==> src/rtl/fetch_decode_stage.sv <==
// fetch_decode_stage: buffers raw RV32 instruction words in a small circular
// FIFO and presents one registered, decoded instruction per cycle to ESM.
//
// Handshakes: a transfer happens on a rising edge where valid and ready are
// both high. in_ready depends only on FIFO occupancy and rst, never on
// out_ready. out_valid, once high, holds Instr/ALUSrc/RegWrite bit-stable
// until a cycle with out_ready high.
module fetch_decode_stage #(
  parameter int          DEPTH = 4,
  parameter logic [31:0] NOP   = 32'h00000013
) (
  input  logic                     clk,
  input  logic                     rst,
  input  logic                     in_valid,
  input  logic [31:0]              in_instr,
  output logic                     in_ready,
  input  logic                     flush,
  input  logic                     out_ready,
  output logic                     out_valid,
  output logic [31:0]              Instr,
  output logic                     ALUSrc,
  output logic                     RegWrite,
  output logic [$clog2(DEPTH):0]   count,
  output logic [15:0]              illegal_cnt
);

  localparam int          AW   = $clog2(DEPTH);
  localparam logic [AW:0] FULL = (AW+1)'(DEPTH);
  localparam logic [AW:0] ONE  = (AW+1)'(1);

  logic [31:0]   mem [DEPTH];
  logic [AW-1:0] wr_ptr;
  logic [AW-1:0] rd_ptr;
  logic [31:0]   head;
  logic          push;
  logic          pop;
  logic [31:0]   dec_instr;
  logic          dec_alu;
  logic          dec_rw;
  logic          dec_ill;

  // A full FIFO refuses words even if the head is popped in the same cycle.
  assign in_ready = (count != FULL) && !rst;
  assign push     = in_valid && in_ready && !flush;
  assign pop      = (!out_valid || out_ready) && (count != '0) && !flush;
  assign head     = mem[rd_ptr];

  // Storage array: written on accepted words only, no reset needed.
  always_ff @(posedge clk) begin
    if (push) mem[wr_ptr] <= in_instr;
  end

  // Pointers and occupancy; pointers wrap naturally since DEPTH is 2^AW.
  always_ff @(posedge clk or posedge rst) begin
    if (rst) begin
      wr_ptr <= '0;
      rd_ptr <= '0;
      count  <= '0;
    end else if (flush) begin
      wr_ptr <= '0;
      rd_ptr <= '0;
      count  <= '0;
    end else begin
      if (push) wr_ptr <= wr_ptr + AW'(1);
      if (pop)  rd_ptr <= rd_ptr + AW'(1);
      case ({push, pop})
        2'b10:   count <= count + ONE;
        2'b01:   count <= count - ONE;
        default: count <= count;
      endcase
    end
  end

  // Opcode decode of the FIFO head; unsupported opcodes become NOP.
  always_comb begin
    dec_instr = head;
    dec_alu   = 1'b0;
    dec_rw    = 1'b0;
    dec_ill   = 1'b0;
    case (head[6:0])
      7'b0010011, 7'b0000011: begin dec_alu = 1'b1; dec_rw = 1'b1; end
      7'b0110011, 7'b1010011: begin dec_rw = 1'b1; end
      7'b0100011:             begin dec_alu = 1'b1; end
      7'b1100011:             begin end
      default: begin
        dec_instr = NOP;
        dec_alu   = 1'b1;
        dec_ill   = 1'b1;
      end
    endcase
    // Writes to x0 are architecturally discarded.
    if (head[11:7] == 5'd0) dec_rw = 1'b0;
  end

  // Output register: load on pop, drop valid once consumed with nothing behind.
  always_ff @(posedge clk or posedge rst) begin
    if (rst) begin
      out_valid <= 1'b0;
      Instr     <= NOP;
      ALUSrc    <= 1'b0;
      RegWrite  <= 1'b0;
    end else if (flush) begin
      out_valid <= 1'b0;
      Instr     <= NOP;
      ALUSrc    <= 1'b0;
      RegWrite  <= 1'b0;
    end else if (pop) begin
      out_valid <= 1'b1;
      Instr     <= dec_instr;
      ALUSrc    <= dec_alu;
      RegWrite  <= dec_rw;
    end else if (out_ready) begin
      out_valid <= 1'b0;
    end
  end

  // Saturating count of substituted words; survives flush.
  always_ff @(posedge clk or posedge rst) begin
    if (rst) begin
      illegal_cnt <= '0;
    end else if (pop && dec_ill && (illegal_cnt != 16'hFFFF)) begin
      illegal_cnt <= illegal_cnt + 16'd1;
    end
  end

endmodule

==> config.mk <==
export PLATFORM = sky130hd
export DESIGN_NAME = fetch_decode_stage
export DESIGN_NICKNAME = d
export VERILOG_FILES = /design/src/rtl/fetch_decode_stage.sv
export SDC_FILE = /design/constraint.sdc
export NUM_CORES = 1
export LEC_CHECK = 0
export CORE_AREA = 5 5 142 104
export CTS_CLUSTER_DIAMETER = 200
export DETAILED_ROUTE_END_ITERATION = 6
export DIE_AREA = 0 0 147 109
export PLACE_DENSITY_LB_ADDON = 0.1
export SYNTH_ARGS = -nofsm -noshare
export SYNTH_HDL_FRONTEND = slang
export SYNTH_SLANG_ARGS = --single-unit
==> constraint.sdc <==
create_clock -name clk -period 4.58 [get_ports clk]
set_clock_uncertainty 0.15 [all_clocks]
set_input_delay 0.916 -clock clk [delete_from_list [all_inputs] [get_ports clk]]
set_output_delay 0.916 -clock clk [all_outputs]
set_load 0.02 [all_outputs]
==> run summary, run 1 <==
outcome: completed
Clock Sinks: 186
f_max: 307.0 MHz
Setup Crit Path Kind: primary input to primary output
antenna cell count: 0
max_cap viols: 0
final-report setup violation count: 0
synthesis-stage register bit count: 186
Num CTS Buffers: 17
layout cells sized above 1: 0.1694
internal power: 3.134 mW
max-slew violations: 0
H-tree depth: 4
worst hold path class: flip-flop to flip-flop
Max FO, Critical Path: 3
Final Wtd Congestion: 0.7609
DRC viols: 0
XOR/XNOR share of the synthesized area: 0.02699
worst vdd ir: 0.3545 mV
Worst slew margin: 0.4083
post-synthesis cell area: 0.007093 mm^2
antenna violations before repair: 0
Area growth syn-to-layout: 24.57%
P_sw: 1.178 mW
Yosys top cell by area: edfxtp_1
Pre-antenna DRT Iters: 4
post-layout net count: 526
Switching Share: 0.2732
area share of and/or/nand/nor cells after synthesis: 0.05274
most frequent cell after synthesis: edfxtp_1
antenna viol nets, final: 0
grt total ovfl: 0
CP max stage delay: 0.64 ns
number of gates resized after cts: 0
Detailed Route Iter0 Violations: 225
Die Ht: 109 um
Unique masters post-synth: 45
syn nets: 423
power density cells: 488.1 mW/mm^2
placed inst area: 0.008235 mm^2
Adder-Cell Fraction of Synth Area: 0.01305
Comb power frac: 0.200
Post-CTS Hold Buffers: 0
Crit path top cell by count: clkdlybuf4s50_1
Core Footprint: 0.01338 mm^2
Worst-Margin Slew: 0.8862 ns
CP max stage cell: clkdlybuf4s50_1
Final Util: 0.6605
worst path cell trace: clkdlybuf4s50_1, a21oi_1, clkdlybuf4s50_1
Setup Fix Bufs, Post-CTS: 0
Design Area, Final: 0.008836 mm^2
HPWL after DPL: 8317 um
startpoint class of the critical path: primary input
RSZ-0062 raised after global routing: false
Worst setup EP type: primary output
Tot GR Track Use: 0.1823
clock share of power: 0.342
synth cell count leaders: edfxtp_1 (128), dfrtp_1 (55), mux4_2 (28)
DR vias: 3745
clock latency on the worst-skew pair: 0.42 ns
Max Buffers Root-to-Sink: 2
Synth Area in Compound Gates: 0.04798
largest family of logic cells by synthesized area: multiplexers
number of synthesis warnings: 0
Die ar.: 0.01602 mm^2
post-route insts no fill: 667
period utilization: 0.7111
Total Power: 4.313 mW
sequential share of power: 0.459
# placed instances: 635
via-per-instance ratio: 5.615
Syn Area/Cell: 18.67 um^2
IO Pins: 92
post-synth top area share: 0.5419
Lkg Pwr: 3.144 nW
Die X: 147 um
ys async rst share: 0.3118
Post-synth EDFFs: 128
minimum clock period: 3.257 ns
CTS tree: yes
synthesized netlist cell count: 380
CTS Root Cell: clkbuf_16
vias in the first global route: 3941
post-synthesis mux area share: 0.09631
largest net degree at the start of global routing: 38
final hold vios: 0
first-pass GRT wire length: 22040 um
setup TNS: 0 ns
Crit path arrival time: 2.19 ns
CP Data Required Time: 3.51 ns
Seq/Total Area, Yosys: 0.7470
port bufs: 91
Main synth FF type: edfxtp_1
Area contributors post-synth: edfxtp_1 (54%), dfrtp_1 (19%), mux4_2 (8.9%)
WL per Instance: 20.38 um
Initial Util: 0.5302
Worst-path clk slew: 0.07 ns
Cell Rows: 36
overall routed net length: 13600 um
-- area by class of cell --
| class | count | area (um^2) |
|---|---|---|
| sequential | 186 | 5300 |
| timing repair buffer | 101 | 998.5 |
| fill | 917 | 4542 |
| clock inverter | 13 | 157.7 |
| tap | 171 | 214.0 |
| multi-input combinational | 172 | 1704 |
| inverter | 5 | 18.77 |
| clock buffer | 19 | 442.9 |
-- state kept, by name (all words and copies together) (netlist names) --
signal       cells
rd_ptr           2
Instr           32
mem            128
out_valid        1
wr_ptr           2
ALUSrc           1
count            3
illegal_cnt     16
RegWrite         1
-- through the flow --
step | hold WS, ns | setup slack (ns)
3_5_place_dp | 0.3202 | 1.182
4_1_cts | 0.3416 | 1.330
5_1_grt | 0.3682 | 1.209
3_3_place_gp | 0.3187 | 1.324
6_report | 0.3349 | 1.323
2_1_floorplan | 0.3920 | 0.1279
-- metal layers --
layer,wire length (um),GRT usage
met5,0,0
met1,6242,0.2473
met3,611,0.05276
met4,54,0.03590
met2,6688,0.3020
-- placed cells by master, fill, tap and decap left out, types with 3 or more instances in the layout --
cell type        synthesis  final
nand3_1                  6      6
mux4_2                  28     28
clkdlybuf4s50_1          0     91
ha_1                     5      5
mux2i_1                  3      3
a22o_1                  27     27
inv_8                    0      3
xnor2_1                 15     15
nor3_1                   9      9
nand4_1                  7      7
dfrtp_1                 55     54
xor2_1                   5      5
clkbuf_16                0     17
nor3b_2                  0      4
nor2_1                  16     15
inv_1                    5      4
or3_1                    4      4
a21oi_1                  6      6
inv_6                    0      4
edfxtp_1               128    128
dfstp_2                  3      3
buf_4                    1      9
nand2_1                 10     10
-- cells by family (layout without fill, tap and decap cells) --
| group | Yosys count | in the layout |
|---|---|---|
| adder cells (fa/ha/maj) | 7 | 7 |
| AO/OA/AOI/OAI | 41 | 41 |
| buffers and inverters | 22 | 138 |
| flip-flops | 186 | 186 |
| AND/OR/NAND/NOR | 70 | 70 |
| XOR/XNOR | 21 | 21 |
| multiplexers | 33 | 33 |
-- power by group through the flow --
stage / Clock, mW / Combinational, mW / Sequential (mW)
finish: 1.47 / 0.862 / 1.98
global route: 1.58 / 0.936 / 1.99
CTS: 1.51 / 0.877 / 1.98
detailed placement: 0 / 0.874 / 2.01
global placement: 0 / 0.856 / 2.01
floorplan: 0 / 0.534 / 2.05
-- worst max-delay path, delay by kind of cell --
| family | cells | cell delay, ns |
|---|---|---|
| AOI/OAI and AO/OA | 1 | 0.18 |
| buffers and inverters | 2 | 1.09 |
-- final timing paths --
| check | slack (ns) | endpoint | from | depth (start not counted) |
|---|---|---|---|---|
| min reg2reg | 0.33 | Instr[3]$_DFFE_PP0P_ | Instr[3]$_DFFE_PP0P_ | 1 |
| max in group asynchronous | 2.55 | illegal_cnt[8]$_DFFE_PP0P_ | rst | 3 |
| max reg2reg | 1.43 | Instr[11]$_DFFE_PP0P_ | rd_ptr[0]$_DFFE_PP0P_ | 6 |
| max | 1.32 | in_ready | rst | 3 |
| min | 0.33 | Instr[3]$_DFFE_PP0P_ | Instr[3]$_DFFE_PP0P_ | 1 |
| min in group asynchronous | 0.92 | Instr[5]$_DFFE_PP0P_ | rst | 2 |
(Power assumes the default switching activity.)
==> run 2: changes to the inputs <==
- clock period: 4.58 -> 3.2 ns (I/O delays scaled with it)
==> run summary, run 2 (synthesized netlist as in run 1, its figures left out) <==
Worst R2R End: illegal_cnt[1]$_DFFE_PP0P_
Max FO, Critical Path: 15
DRC viols: 0
Core Footprint: 0.01338 mm^2
worst path cell trace: nand4b_1, nor3_1, or4_1, a211oi_4, mux2_1
clock latency on the worst-skew pair: 0.43 ns
CTS tree: yes
Setup crit end: illegal_cnt[1]$_DFFE_PP0P_
Lkg Pwr: 3.188 nW
outcome: completed
Worst setup EP type: flip-flop
Post-CTS Hold Buffers: 0
Pre-antenna DRT Iters: 4
largest net degree at the start of global routing: 59
Tot GR Track Use: 0.1851
final hold vios: 0
CTS Root Cell: clkbuf_16
antenna viol nets, final: 0
max_cap viols: 0
H-tree depth: 4
port bufs: 91
Max Buffers Root-to-Sink: 2
Biggest register: mem
CP startpoint: rd_ptr[1]$_DFFE_PP0P_
period utilization: 0.8567
WL per Instance: 20.34 um
Crit path arrival time: 2.90 ns
leading cell types in the layout, fill and taps excluded: edfxtp_1 (128), clkdlybuf4s50_1 (91), dfrtp_1 (54)
Worst slew margin: 0.5409
antenna violations before repair: 0
worst vdd ir: 0.3610 mV
Largest regs: mem (128), Instr (32), illegal_cnt (16)
max-slew violations: 0
DR vias: 3802
final-report setup violation count: 0
Largest register FFs: 128
number of gates resized after cts: 0
Area growth syn-to-layout: 25.72%
overall routed net length: 13710 um
cells on worst reg2reg path: 5
HPWL after DPL: 8653 um
vias in the first global route: 4016
Setup Crit Path Kind: flip-flop to flip-flop
grt total ovfl: 0
RSZ-0062 raised after global routing: false
minimum clock period: 2.741 ns
Detailed Route Iter0 Violations: 236
Filler cells: 897
worst hold path class: flip-flop to flip-flop
CP Data Required Time: 3.35 ns
IO Pins: 92
final hold slack: 0.3347 ns
Num CTS Buffers: 17
Final Wtd Congestion: 0.7760
Die ar.: 0.01602 mm^2
via-per-instance ratio: 5.641
R2R Setup Slk: 0.46 ns
f_max: 364.8 MHz
Cell Rows: 36
power density cells: 687.7 mW/mm^2
Setup Fix Bufs, Post-CTS: 0
Worst-Margin Slew: 0.6886 ns
post-layout net count: 533
CP max stage cell: dfrtp_1
reg-to-reg startpoint: rd_ptr[1]$_DFFE_PP0P_
Clock Sinks: 186
Die X: 147 um
startpoint class of the critical path: flip-flop
first-pass GRT wire length: 22180 um
setup TNS: 0 ns
Worst-path clk slew: 0.06 ns
Initial Util: 0.5302
layout cells sized above 1: 0.1809
Die Ht: 109 um
leading cell type in the layout, fill and taps excluded: edfxtp_1
antenna cell count: 0
hold path start: Instr[3]$_DFFE_PP0P_
CP max stage delay: 0.79 ns
==> run 2: area by class of cell <==
cell class	count	area (um^2)	area share
repair buffers	108	1101	0.1235
flip-flops and latches	186	5300	0.5944
multi-input cells	172	1704	0.1911
clock inverters	12	112.6	0.01263
inverters	5	18.77	0.002105
well taps	171	214.0	0.02399
clock buffers	20	466.7	0.05234
==> run 2: stage by stage <==
step                utilization  setup slack, ns  power [mW]  std cells  cell area [um^2]
global route             0.6666           0.2857       6.418        674              8917
CTS                      0.6666           0.4401       6.200        674              8917
global placement         0.6233           0.4749       4.139        642              8338
detailed placement       0.6233           0.3886       4.167        642              8338
finish                   0.6666           0.4586       6.133        674              8917
floorplan                     -          -0.9761       3.704        380              7093
==> run 2: critical path, delay by kind of cell, from the launching register on <==
kind               cells  cell delay, ns
DFF                    1            0.79
and+or+nand+nor        3            0.93
AOI/OAI and AO/OA      1            0.39
muxes                  1            0.36
==> run 2: report_power, final <==
part / switching [mW] / internal (mW) / total (mW)
combinational: 0.642 / 0.608 / 1.25
sequential: 0.143 / 2.71 / 2.85
clock: 0.888 / 1.14 / 2.03
==> run 2: per-layer routing <==
| layer | vias up | wire length (um) | GRT usage |
|---|---|---|---|
| met4 | 0 | 201 | 0.07114 |
| met2 | 81 | 6594 | 0.2977 |
| li1 | 1712 | - | - |
| met5 | - | 0 | 0 |
| met1 | 1991 | 6274 | 0.2476 |
| met3 | 18 | 640 | 0.04819 |
==> run 2: worst min-delay path by stage <==
stage                            end  slack [ns]  depth (start not counted)
3_5_place_dp    Instr[3]$_DFFE_PP0P_        0.32                          1
2_1_floorplan  wr_ptr[1]$_DFFE_PP0P_        0.39                          2
4_1_cts         Instr[3]$_DFFE_PP0P_        0.34                          1
3_3_place_gp    Instr[2]$_DFFE_PP0P_        0.32                          1
6_report        Instr[3]$_DFFE_PP0P_        0.33                          1
5_1_grt         Instr[3]$_DFFE_PP0P_        0.36                          1
==> run 3: changes to the inputs <==
- SLEW_MARGIN: not set -> 20
- clock period: 3.2 -> 3.1 ns (I/O delays scaled with it)
==> run summary, run 3 (synthesized netlist as in run 1, its figures left out) <==
outcome: completed
Detailed Route Iter0 Violations: 253
cells on worst reg2reg path: 5
final hold slack: 0.3312 ns
post-layout net count: 531
met2 Use GR: 0.2915
startpoint class of the critical path: primary input
max_cap viols: 0
DR vias: 3754
H-tree depth: 4
Clock Sinks: 186
Die ar.: 0.01602 mm^2
Worst slew margin: 0.6417
leading cell type in the layout, fill and taps excluded: edfxtp_1
Core Footprint: 0.01338 mm^2
Initial Util: 0.5302
Largest regs: mem (128), Instr (32), illegal_cnt (16)
Setup Fix Bufs, Post-CTS: 0
CP Data Required Time: 2.33 ns
sequential cell area: 0.005300 mm^2
reg-to-reg startpoint: rd_ptr[1]$_DFFE_PP0P_
Area growth syn-to-layout: 24.70%
Die Ht: 109 um
via-per-instance ratio: 5.586
Num CTS Buffers: 17
Worst-Margin Slew: 0.5366 ns
Worst R2R End: illegal_cnt[1]$_DFFE_PP0P_
multi-input gate area in the final layout: 0.001704 mm^2
Comb power frac: 0.212
Worst setup EP type: primary output
Worst-path clk slew: 0.06 ns
Post-CTS Hold Buffers: 0
hold endpoint: Instr[2]$_DFFE_PP0P_
R2R Setup Slk: 0.65 ns
RSZ-0062 raised after global routing: false
final hold vios: 0
Filler cells: 927
number of gates resized after cts: 0
minimum clock period: 2.663 ns
clock share of power: 0.316
max-slew violations: 0
antenna viol nets, final: 0
overall routed net length: 13600 um
final-report setup violation count: 0
Setup Crit Path Kind: primary input to primary output
layout cells sized above 1: 0.1697
P_sw: 1.711 mW
antenna violations before repair: 1
Tot GR Track Use: 0.1844
period utilization: 0.8591
antenna cell count: 0
Max Buffers Root-to-Sink: 2
Switching Share: 0.2756
Lkg Pwr: 3.140 nW
setup TNS: 0 ns
power density cells: 701.8 mW/mm^2
grt total ovfl: 0
WL per Instance: 20.24 um
Final Wtd Congestion: 0.7750
leading cell types in the layout, fill and taps excluded: edfxtp_1 (128), clkdlybuf4s50_1 (91), dfrtp_1 (54)
CTS Root Cell: clkbuf_16
HPWL after DPL: 8772 um
Max FO, Critical Path: 3
f_max: 375.5 MHz
Pre-antenna DRT Iters: 6
met1 Use GR: 0.2521
sequential share of power: 0.472
Biggest register: mem
Die X: 147 um
clock latency on the worst-skew pair: 0.43 ns
Crit path arrival time: 1.89 ns
CTS tree: yes
Largest register FFs: 128
worst vdd ir: 0.4389 mV
Total Power: 6.207 mW
internal power: 4.497 mW
Min-Delay Path Depth: 1
# placed instances: 640
port bufs: 91
post-route insts no fill: 672
hold path start: Instr[2]$_DFFE_PP0P_
routing usage on met3: 0.05442
largest net degree at the start of global routing: 36
first-pass GRT wire length: 21960 um
Cell Rows: 36
DRC viols: 0
worst hold path class: flip-flop to flip-flop
GRT Max-Usage Layer: met2
IO Pins: 92
vias in the first global route: 3997
run 3: critical path, stage by stage:
cell and delay, ns:
clkdlybuf4s50_1 0.45, a21oi_1 0.18, clkdlybuf4s50_1 0.64
run 3: final cells by class:
cell class / instances / area share
Tap cell: 171 / 0.02419
Multi-Input combinational cell: 172 / 0.1927
Clock inverter: 9 / 0.007498
Inverter: 5 / 0.002122
Clock buffer: 23 / 0.05291
Sequential cell: 186 / 0.5992
Timing Repair Buffer: 106 / 0.1214
run 3: worst max path at each step:
stage	startpoint	to	slack (ns)	depth (start not counted)
after floorplan	count[0]$_DFFE_PP0P_	mem[0][0]$_DFFE_PP_	-1.07	4
after global placement	out_ready	count[2]$_DFFE_PP0P_	0.43	9
after detailed placement	out_ready	count[2]$_DFFE_PP0P_	0.36	9
after CTS	rst	in_ready	0.45	3
after global routing	rst	in_ready	0.38	3
final	rst	in_ready	0.44	3
run 3: metrics by stage:
step / utilization / area, um^2 / setup WS [ns]
detailed placement: 0.6212 / 8310 / 0.3622
floorplan: - / 7093 / -1.072
global route: 0.6611 / 8845 / 0.3820
global placement: 0.6212 / 8310 / 0.4287
CTS: 0.6611 / 8845 / 0.4470
finish: 0.6611 / 8845 / 0.4368
run 3: routing by layer:
layer | up-vias | share of wire
li1 | 1718 | -
met1 | 1923 | 0.46
met2 | 98 | 0.47
met3 | 13 | 0.055
met4 | 2 | 0.011
met5 | - | 0.00051
run 3: power by group through the flow:
stage	clock [mW]	sequential, mW	combinational (mW)
after floorplan	0	3.03	0.789
final	1.96	2.93	1.32
after global routing	2.11	2.95	1.43
after global placement	0	2.97	1.31
after CTS	2.00	2.93	1.33
after detailed placement	0	2.98	1.32
